## src/rtl/if_agc_pkg.sv

```systemverilog
// Shared types and constants for the IF-stage automatic gain controller.
package if_agc_pkg;

  localparam int GAIN_W = 3;
  localparam logic [GAIN_W-1:0] GAIN_MAX = 3'd5;

  // Controller state: MANUAL passes the SPI gain through, MEASURE evaluates
  // each window, SETTLE counts one window without acting on it.
  typedef enum logic [1:0] {
    ST_MANUAL  = 2'd0,
    ST_MEASURE = 2'd1,
    ST_SETTLE  = 2'd2
  } state_e;

  // Codes above GAIN_MAX are not legal filter settings; pin them to the top.
  function automatic logic [GAIN_W-1:0] clamp_gain(input logic [GAIN_W-1:0] code);
    return (code > GAIN_MAX) ? GAIN_MAX : code;
  endfunction

endpackage

```

## src/rtl/if_agc_peak.sv

```systemverilog
// Window peak detector: saturating magnitude, sample-count window and running max.
// A sample is consumed on every cycle where sample_en is high and clear is low;
// win_done flags the cycle whose sample completes the window, and peak_final
// on that cycle is the window peak including that sample.
module if_agc_peak #(
  parameter int WIN_LOG2 = 8
) (
  input  logic                clk,
  input  logic                rst_n,
  input  logic                clear,
  input  logic                sample_en,
  input  logic [7:0]          sample_in,
  output logic                win_done,
  output logic [6:0]          peak_final
);

  logic [WIN_LOG2-1:0] win_cnt_q, win_cnt_d;
  logic [6:0]          peak_acc_q, peak_acc_d;
  logic [7:0]          neg_val;
  logic [6:0]          mag;

  // Magnitude with -128 saturated to 127, then window bookkeeping.
  always_comb begin
    neg_val    = ~sample_in + 8'd1;
    mag        = sample_in[7] ? (neg_val[7] ? 7'h7f : neg_val[6:0]) : sample_in[6:0];
    peak_final = (mag > peak_acc_q) ? mag : peak_acc_q;
    win_done   = !clear && sample_en && (win_cnt_q == '1);
    win_cnt_d  = win_cnt_q;
    peak_acc_d = peak_acc_q;
    if (clear) begin
      win_cnt_d  = '0;
      peak_acc_d = '0;
    end else if (sample_en) begin
      win_cnt_d  = win_cnt_q + 1'b1;
      peak_acc_d = win_done ? 7'd0 : peak_final;
    end
  end

  // Window counter and peak accumulator registers.
  always_ff @(posedge clk or negedge rst_n) begin
    if (!rst_n) begin
      win_cnt_q  <= '0;
      peak_acc_q <= '0;
    end else begin
      win_cnt_q  <= win_cnt_d;
      peak_acc_q <= peak_acc_d;
    end
  end

endmodule

```

## src/rtl/if_agc_ctrl.sv

```systemverilog
// Automatic gain controller for the 455 kHz IF filter: steps the 3-bit output
// scaling select down on loud windows and up after a run of quiet windows.
// state_dbg exposes the controller state for observation only.
module if_agc_ctrl
  import if_agc_pkg::*;
#(
  parameter int WIN_LOG2     = 8,
  parameter int HI_THRESH    = 96,
  parameter int LO_THRESH    = 24,
  parameter int HOLD_WINDOWS = 4,
  parameter int LOCK_WINDOWS = 2,
  parameter int GAIN_INIT    = 0
) (
  input  logic              clk,
  input  logic              RSTb,
  input  logic              sample_en,
  input  logic [7:0]        if_filt_in,
  input  logic              agc_en,
  input  logic [GAIN_W-1:0] gain_manual,
  output logic [GAIN_W-1:0] gain_out,
  output logic              gain_step,
  output logic              agc_locked,
  output logic [6:0]        peak_out,
  output state_e            state_dbg
);

  localparam int QW = $clog2(HOLD_WINDOWS + 1);
  localparam int LW = $clog2(LOCK_WINDOWS + 1);
  localparam logic [QW-1:0] HOLD_N = QW'(HOLD_WINDOWS);
  localparam logic [LW-1:0] LOCK_N = LW'(LOCK_WINDOWS);

  state_e            state_q, state_d;
  logic [GAIN_W-1:0] gain_q, gain_d;
  logic              step_q, step_d;
  logic              locked_q, locked_d;
  logic [6:0]        peak_q, peak_d;
  logic [QW-1:0]     quiet_q, quiet_d, quiet_inc;
  logic [LW-1:0]     lock_q, lock_d, lock_inc;

  logic              peak_clear;
  logic              win_done;
  logic [6:0]        peak_final;

  // Partial windows are discarded whenever AGC is off or just being enabled.
  assign peak_clear = (state_q == ST_MANUAL) || !agc_en;

  if_agc_peak #(
    .WIN_LOG2 (WIN_LOG2)
  ) u_peak (
    .clk        (clk),
    .rst_n      (RSTb),
    .clear      (peak_clear),
    .sample_en  (sample_en),
    .sample_in  (if_filt_in),
    .win_done   (win_done),
    .peak_final (peak_final)
  );

  // Next-state, gain decision and hold/lock counters.
  always_comb begin
    state_d   = state_q;
    gain_d    = gain_q;
    step_d    = 1'b0;
    locked_d  = locked_q;
    peak_d    = peak_q;
    quiet_d   = quiet_q;
    lock_d    = lock_q;
    quiet_inc = (quiet_q >= HOLD_N) ? HOLD_N : quiet_q + 1'b1;
    lock_inc  = (lock_q >= LOCK_N) ? LOCK_N : lock_q + 1'b1;
    if (!agc_en) begin
      state_d  = ST_MANUAL;
      gain_d   = clamp_gain(gain_manual);
      locked_d = 1'b0;
      quiet_d  = '0;
      lock_d   = '0;
    end else begin
      case (state_q)
        ST_MANUAL: begin
          // AGC picks up from whatever gain is currently applied.
          state_d = ST_MEASURE;
        end
        ST_MEASURE: begin
          if (win_done) begin
            peak_d = peak_final;
            if (peak_final >= 7'(HI_THRESH)) begin
              quiet_d  = '0;
              lock_d   = '0;
              locked_d = 1'b0;
              if (gain_q != '0) begin
                gain_d  = gain_q - 1'b1;
                step_d  = 1'b1;
                state_d = ST_SETTLE;
              end
            end else if (peak_final < 7'(LO_THRESH)) begin
              lock_d   = '0;
              locked_d = 1'b0;
              quiet_d  = quiet_inc;
              if (quiet_inc >= HOLD_N && gain_q < GAIN_MAX) begin
                gain_d  = gain_q + 1'b1;
                step_d  = 1'b1;
                quiet_d = '0;
                state_d = ST_SETTLE;
              end
            end else begin
              quiet_d  = '0;
              lock_d   = lock_inc;
              locked_d = (lock_inc >= LOCK_N);
            end
          end
        end
        ST_SETTLE: begin
          // Let the filter transient decay: report the peak, do not act on it.
          if (win_done) begin
            peak_d  = peak_final;
            state_d = ST_MEASURE;
          end
        end
        default: state_d = ST_MANUAL;
      endcase
    end
  end

  // Controller registers.
  always_ff @(posedge clk or negedge RSTb) begin
    if (!RSTb) begin
      state_q  <= ST_MANUAL;
      gain_q   <= GAIN_W'(GAIN_INIT);
      step_q   <= 1'b0;
      locked_q <= 1'b0;
      peak_q   <= '0;
      quiet_q  <= '0;
      lock_q   <= '0;
    end else begin
      state_q  <= state_d;
      gain_q   <= gain_d;
      step_q   <= step_d;
      locked_q <= locked_d;
      peak_q   <= peak_d;
      quiet_q  <= quiet_d;
      lock_q   <= lock_d;
    end
  end

  assign gain_out   = gain_q;
  assign gain_step  = step_q;
  assign agc_locked = locked_q;
  assign peak_out   = peak_q;
  assign state_dbg  = state_q;

endmodule

```

## config.mk

```make
export PLATFORM = sky130hd
export DESIGN_NAME = if_agc_ctrl
export DESIGN_NICKNAME = d
export VERILOG_FILES = /design/src/rtl/if_agc_pkg.sv /design/src/rtl/if_agc_peak.sv /design/src/rtl/if_agc_ctrl.sv
export SDC_FILE = /design/constraint.sdc
export NUM_CORES = 1
export LEC_CHECK = 0
export CORE_MARGIN = 5
export CORE_UTILIZATION = 50
export CTS_CLUSTER_SIZE = 8
export DETAILED_ROUTE_END_ITERATION = 12
export PLACE_DENSITY = 0.74
export SLEW_MARGIN = 25
export SYNTH_ARGS = -nofsm -noshare
export SYNTH_HDL_FRONTEND = slang
export SYNTH_SLANG_ARGS = --single-unit
export TNS_END_PERCENT = 1
```

## constraint.sdc

```tcl
create_clock -name clk -period 5.86 [get_ports clk]
set_input_delay 1.465 -clock clk [delete_from_list [all_inputs] [get_ports clk]]
set_output_delay 1.465 -clock clk [all_outputs]
set_load 0.1 [all_outputs]
```

# Yosys cells after proc, flatten, opt, wreduce, memory -nomap -nowiden
# Index checks and enable logic that the tools add are counted.
# totals
reg_bits	34
word_cells	101
out_inout_bits	14
# classes
addsub	6
n_bitwise	1
n_lt_le_gt_ge	9
mux	49
eq_ne	13
reduce_logical	14
# op_table
op	count
2-to-1 mux 3 bit	15
2-to-1 mux 7 bit	6
2-to-1 mux 2 bit	13
adder 8 x 1 -> 8 bit (second input constant)	2
2-to-1 mux 8 bit	2
2-to-1 mux 1 bit	12
inequality test 4 bit (second input constant)	3
AND reduction 5 bit	2
inequality test 3 x 2 -> 1 bit (second input constant)	3
equality test 8 bit (second input constant)	1
NOT 8 bit	1
>= comparator 7 bit (second input constant)	1
> comparator 7 bit	1
less-than comparator 7 x 5 -> 1 bit (second input constant)	1
adder 3 x 1 -> 3 bit (second input constant)	2
>= comparator 3 bit (second input constant)	2
inequality test 3 x 1 -> 1 bit (second input constant)	2
one-hot mux 2 bit (3 select lines)	1
>= comparator 2 bit (second input constant)	2
inequality test 2 x 1 -> 1 bit (second input constant)	2
> comparator 3 bit (second input constant)	1
logical AND 1 bit	3
less-than comparator 3 bit (second input constant)	1
AND reduction 3 bit	1
11 further kinds	12

# Logic depth before layout (Yosys ltp)
# Gate-level depths: netlist (run 1).
# logic_depth
word_depth	12
mapped_depth	16
mapped_depth_nobuf	16

# Cells and area by module
# Synthesis (run 1) repeated with hierarchy kept, for this count alone.
# unflattened
hier_cells	216
hier_area_um2	2099.5
# by_module_without_submodules
mod	area_per_inst_um2	cells_per_inst	n_inst
if_agc_peak	1173.6	133	1
if_agc_ctrl	925.9	83	1

# Worst setup path before layout (run 1)
# OpenSTA, ideal clock, no wires.
# synth_path
path_kind	input-to-reg
start	input port if_filt_in[1]
end	register gain_q[2], in the netlist gain_out[2]
t_arrival_ps	4722
cell_stages	16
setup_ps	90
slack_ps	1048
path_buffers	0
path_cell_list	inv_1 ha_1 or3b_1 o311a_1 nor3_2 ha_1 a21oi_1 o21ai_0 o22ai_2 mux2i_2 nor2_1 inv_1 fa_1 and3_1 a221o_1 o221ai_1
# synth_via
elab_chain_cells	11
# synth_rtl
element	line_no	rtl
start: declaration	if_agc_ctrl.sv:17	input logic [7:0] if_filt_in,
NOT 8 bit	if_agc_peak.sv:24	neg_val = ~sample_in + 8'd1;
adder 8 x 1 -> 8 bit	if_agc_peak.sv:24	
2-to-1 mux 7 bit	if_agc_peak.sv:25	mag = sample_in[7] ? (neg_val[7] ? 7'h7f : neg_val[6:0]) : sample_in[6:0];
2-to-1 mux 7 bit *	if_agc_peak.sv:25	
> comparator 7 bit	if_agc_peak.sv:26	peak_final = (mag > peak_acc_q) ? mag : peak_acc_q;
2-to-1 mux 7 bit *	if_agc_peak.sv:26	
>= comparator 7 bit	if_agc_ctrl.sv:85	if (peak_final >= 7'(HI_THRESH)) begin
2-to-1 mux 3 bit	if_agc_ctrl.sv:85	
2-to-1 mux 3 bit	if_agc_ctrl.sv:83	if (win_done) begin
2-to-1 mux 3 bit	if_agc_ctrl.sv:77	case (state_q)
2-to-1 mux 3 bit	if_agc_ctrl.sv:70	if (!agc_en) begin
end signal: assignment	if_agc_ctrl.sv:127	gain_q <= GAIN_W'(GAIN_INIT);
end signal: assignment	if_agc_ctrl.sv:135	gain_q <= gain_d;
end: declaration	if_agc_ctrl.sv:33	logic [GAIN_W-1:0] gain_q, gain_d;
# Mark *: on every way between the ends. The rest lies on a longest branch, timed or not. The select of a mux whose other input is x is not followed.
# A chain may end at the register's enable or synchronous reset.

# Worst setup path after layout (run 1)
# layout_path
start	input port if_filt_in[0]
end	register gain_q[2], in the netlist gain_out[2]
# The elaborated chain is that of the path after synthesis.

==> results of run 1 <==
final timing paths:
path / slack [ns] / startpoint / endpoint
min in group asynchronous: 1.58 / RSTb / u_peak.peak_acc_q[3]$_DFFE_PN0P_
max in group asynchronous: 3.97 / RSTb / peak_out[6]$_DFFE_PN0P_
min: 0.49 / peak_out[4]$_DFFE_PN0P_ / peak_out[4]$_DFFE_PN0P_
max: 0.80 / if_filt_in[0] / gain_out[2]$_DFFE_PN0P_
min reg2reg: 0.49 / peak_out[4]$_DFFE_PN0P_ / peak_out[4]$_DFFE_PN0P_
max reg2reg: 3.09 / state_dbg[0]$_DFFE_PN0P_ / lock_q[0]$_DFFE_PN0P_
sequential cells by signal, summed over array words and instances (netlist names):
register / flops
peak_out: 7
state_dbg: 2
u_peak.win_cnt_q: 8
u_peak.peak_acc_q: 7
gain_step: 1
quiet_q: 3
agc_locked: 1
gain_out: 3
lock_q: 1
cells by family after synthesis:
family                     after synthesis  synth area share (%)
buffers and inverters                   29                  5.31
AOI/OAI and AO/OA                       58                  16.6
adders and majority gates               16                  9.49
muxes                                    7                  3.37
xor gates and xnor gates                 7                  2.80
DFF                                     33                  37.7
and+or+nand+nor                         99                  24.7
through the flow:
stage               instance area (µm²)  total power [mW]  hold slack, ns  setup WS (ns)  std cells
CTS                                2610             0.685           0.496          0.820        333
detailed placement                 2530             0.507           0.480          0.520        326
floorplan                          2190             0.442           0.471           1.05        249
finish                             2610             0.678           0.488          0.801        333
global placement                   2530             0.503           0.470          0.545        326
global route                       2610             0.719           0.522          0.540        333
area by class of cell:
cell class              count  area, µm²  share of cell area [%]
well taps                  52       65.1                    2.49
inverters                  23       86.3                    3.30
multi-input cells         187       1250                    47.7
flip-flops and latches     33        826                    31.6
clock buffers               7       86.3                    3.30
repair buffers             31        303                    11.6
worst min-delay path, cell delays in order (launching register included):
cell     delay (ns)
dfrtp_1        0.34
nand2_1        0.04
o21ai_0        0.06
routing by layer:
metal / vias to the layer above / global-route usage [%] / routed length, µm
met5: - / 0 / 0
met4: 0 / 5.42 / 68
met3: 8 / 4.73 / 222
met2: 43 / 26.5 / 2160
met1: 886 / 23.0 / 2250
li1: 946 / - / -
where the power goes:
part / leakage (nW) / internal (mW) / total [mW] / switching [mW]
clock network: 0.0443 / 0.0932 / 0.175 / 0.0815
logic: 0.590 / 0.0846 / 0.247 / 0.163
registers: 0.452 / 0.242 / 0.256 / 0.0142
total: 1.09 / 0.420 / 0.678 / 0.258
cell usage in the layout, fill, tap and decap left out, types with 4 or more instances in the layout:
cell / Yosys / routed
nand2_1: 24 / 24
clkdlybuf4s50_1: 0 / 28
nor3_1: 8 / 8
nand3_1: 6 / 6
o21ai_0: 23 / 23
inv_1: 22 / 22
xor2_1: 4 / 4
ha_1: 15 / 15
dfrtp_1: 33 / 33
mux2i_1: 6 / 6
nor2_1: 28 / 28
nand4_1: 5 / 5
clkbuf_8: 0 / 6
a21oi_1: 17 / 17
==> impl_metrics.env, run 1 <==
export IMPL_status="finished, final reports clean"
export IMPL_grt_ovfl_total=0
export IMPL_slew_viol_final=0
export IMPL_fin_nets=312
export IMPL_fillers=403
export IMPL_ctsHoldBuffers=0
export IMPL_fin_tns_setup_ns=0
export IMPL_dr_pass1_iters=4
export IMPL_initial_core_util_pct=51.0
export IMPL_p_per_area_nw_per_um2=259
export IMPL_area_growth_pct=19.4
export IMPL_gp_congestion=0.886
export IMPL_row_count=24
export IMPL_antenna_left=0
export IMPL_coreArea_um2=4290
export IMPL_start_kind="input port"
export IMPL_reg2regPathDepth=8
export IMPL_num_vias=1883
export IMPL_setup_viol=0
export IMPL_syn_nets=280
export IMPL_peakVddDrop_uv=122
export IMPL_synth_seq_cells=33
export IMPL_grt_usage_pct=17.1
export IMPL_worstSetupEndpointType="flip-flop"
export IMPL_finClkSkew_ns=0.00716
export IMPL_crit_family="compound AO/OA/AOI/OAI gates"
export IMPL_synth_common_cells="33 x dfrtp_1, 28 x nor2_1, 24 x nand2_1, 23 x o21ai_0, 22 x inv_1"
export IMPL_num_antenna_cells=0
export IMPL_synth_warnings=0
export IMPL_synth_top_cell_by_area="dfrtp_1"
export IMPL_synthTopCellsByArea="dfrtp_1 38%, ha_1 8.6%, o21ai_0 5.3%, nor2_1 4.8%, nand2_1 4.1%"
export IMPL_cts_buffer_depth=2
export IMPL_hold_path_class="flip-flop to flip-flop"
export IMPL_relSlewSlack_pct=34.2
export IMPL_fp_dieW_um=76.2
export IMPL_synth_flop_cell="dfrtp_1"
export IMPL_htree_levels=2
export IMPL_insertion_delay_ns=0.29
export IMPL_avgViaCountPerCell=5.65
export IMPL_cts_buffers=5
export IMPL_ios=29
export IMPL_synth_most_common_cell="dfrtp_1"
export IMPL_syn_area_per_cell_um2=8.79
export IMPL_hold_path_depth=2
export IMPL_synth_cell_types=46
export IMPL_path_class="input port to flip-flop"
export IMPL_drc=0
export IMPL_ys_async_sr_fraction_pct=100
export IMPL_drive_gt1_share_pct=6.76
export IMPL_period_needed_ns=5.06
export IMPL_final_period_utilization_pct=86.3
export IMPL_crit_arrival_ns=5.26
export IMPL_drv_cap=0
export IMPL_place_hpwl_mm=3.48
export IMPL_grt_pass1_wl_mm=8.38
export IMPL_wl_mm=4.70
export IMPL_grt_max_degree=34
export IMPL_yosysSeqAreaShare_pct=37.7
export IMPL_grt_antenna_before_repair=0
export IMPL_grt_setup_unrepaired="no"
export IMPL_syn_inst=249
export IMPL_wl_per_cell_um=14.1
export IMPL_path_cells="clkdlybuf4s50_1, inv_1, ha_1, or3b_1, o311a_1, nor3_2, ha_1, a21oi_1, o21ai_0, o22ai_2, mux2i_2, nor2_1, inv_1, fa_1, and3_1, a221o_1, o221ai_1"
export IMPL_clkTransAtPathRegs_ns=0.07
export IMPL_synth_enable_flop_cells=0
export IMPL_leakage_nw=1.09
export IMPL_postCtsSetupRepairBufs=0
export IMPL_crit_cells=17
export IMPL_utilization_pct=60.9
export IMPL_cts_tree="done"
export IMPL_worst_path_max_fanout=6
export IMPL_drt_iter0_markers=119
export IMPL_syn_area_um2=2190
export IMPL_grt_pass1_vias=1800
export IMPL_clockRootBuffer="clkbuf_8"
export IMPL_post_cts_resized=0
export IMPL_max_stage_delay_ns=0.48
export IMPL_worstPathRequired_ns=6.06
export IMPL_portBuffers=28
export IMPL_fmax_mhz=198
export IMPL_hold_viol_final=0
export IMPL_critPathBufInv=3
export IMPL_synth_top_area_share_pct=37.7
export IMPL_clock_sinks=33
export IMPL_die_h_um=76.2
export IMPL_die_area_um2=5800
export IMPL_cp_slowest_cell="clkdlybuf4s50_1"
export IMPL_tightestPinTransition_ns=0.984
(Power assumes the default switching activity.)
==> run 2, diff against run 1 <==
--- a/config.mk
+++ b/config.mk
@@ -7,7 +7,6 @@
 export LEC_CHECK = 0
 export CORE_MARGIN = 5
 export CORE_UTILIZATION = 50
-export CTS_CLUSTER_SIZE = 8
 export DETAILED_ROUTE_END_ITERATION = 12
 export PLACE_DENSITY = 0.74
 export SLEW_MARGIN = 25
==> results of run 2 <==
Final layout, timing and power as in run 1 (identical DEF).
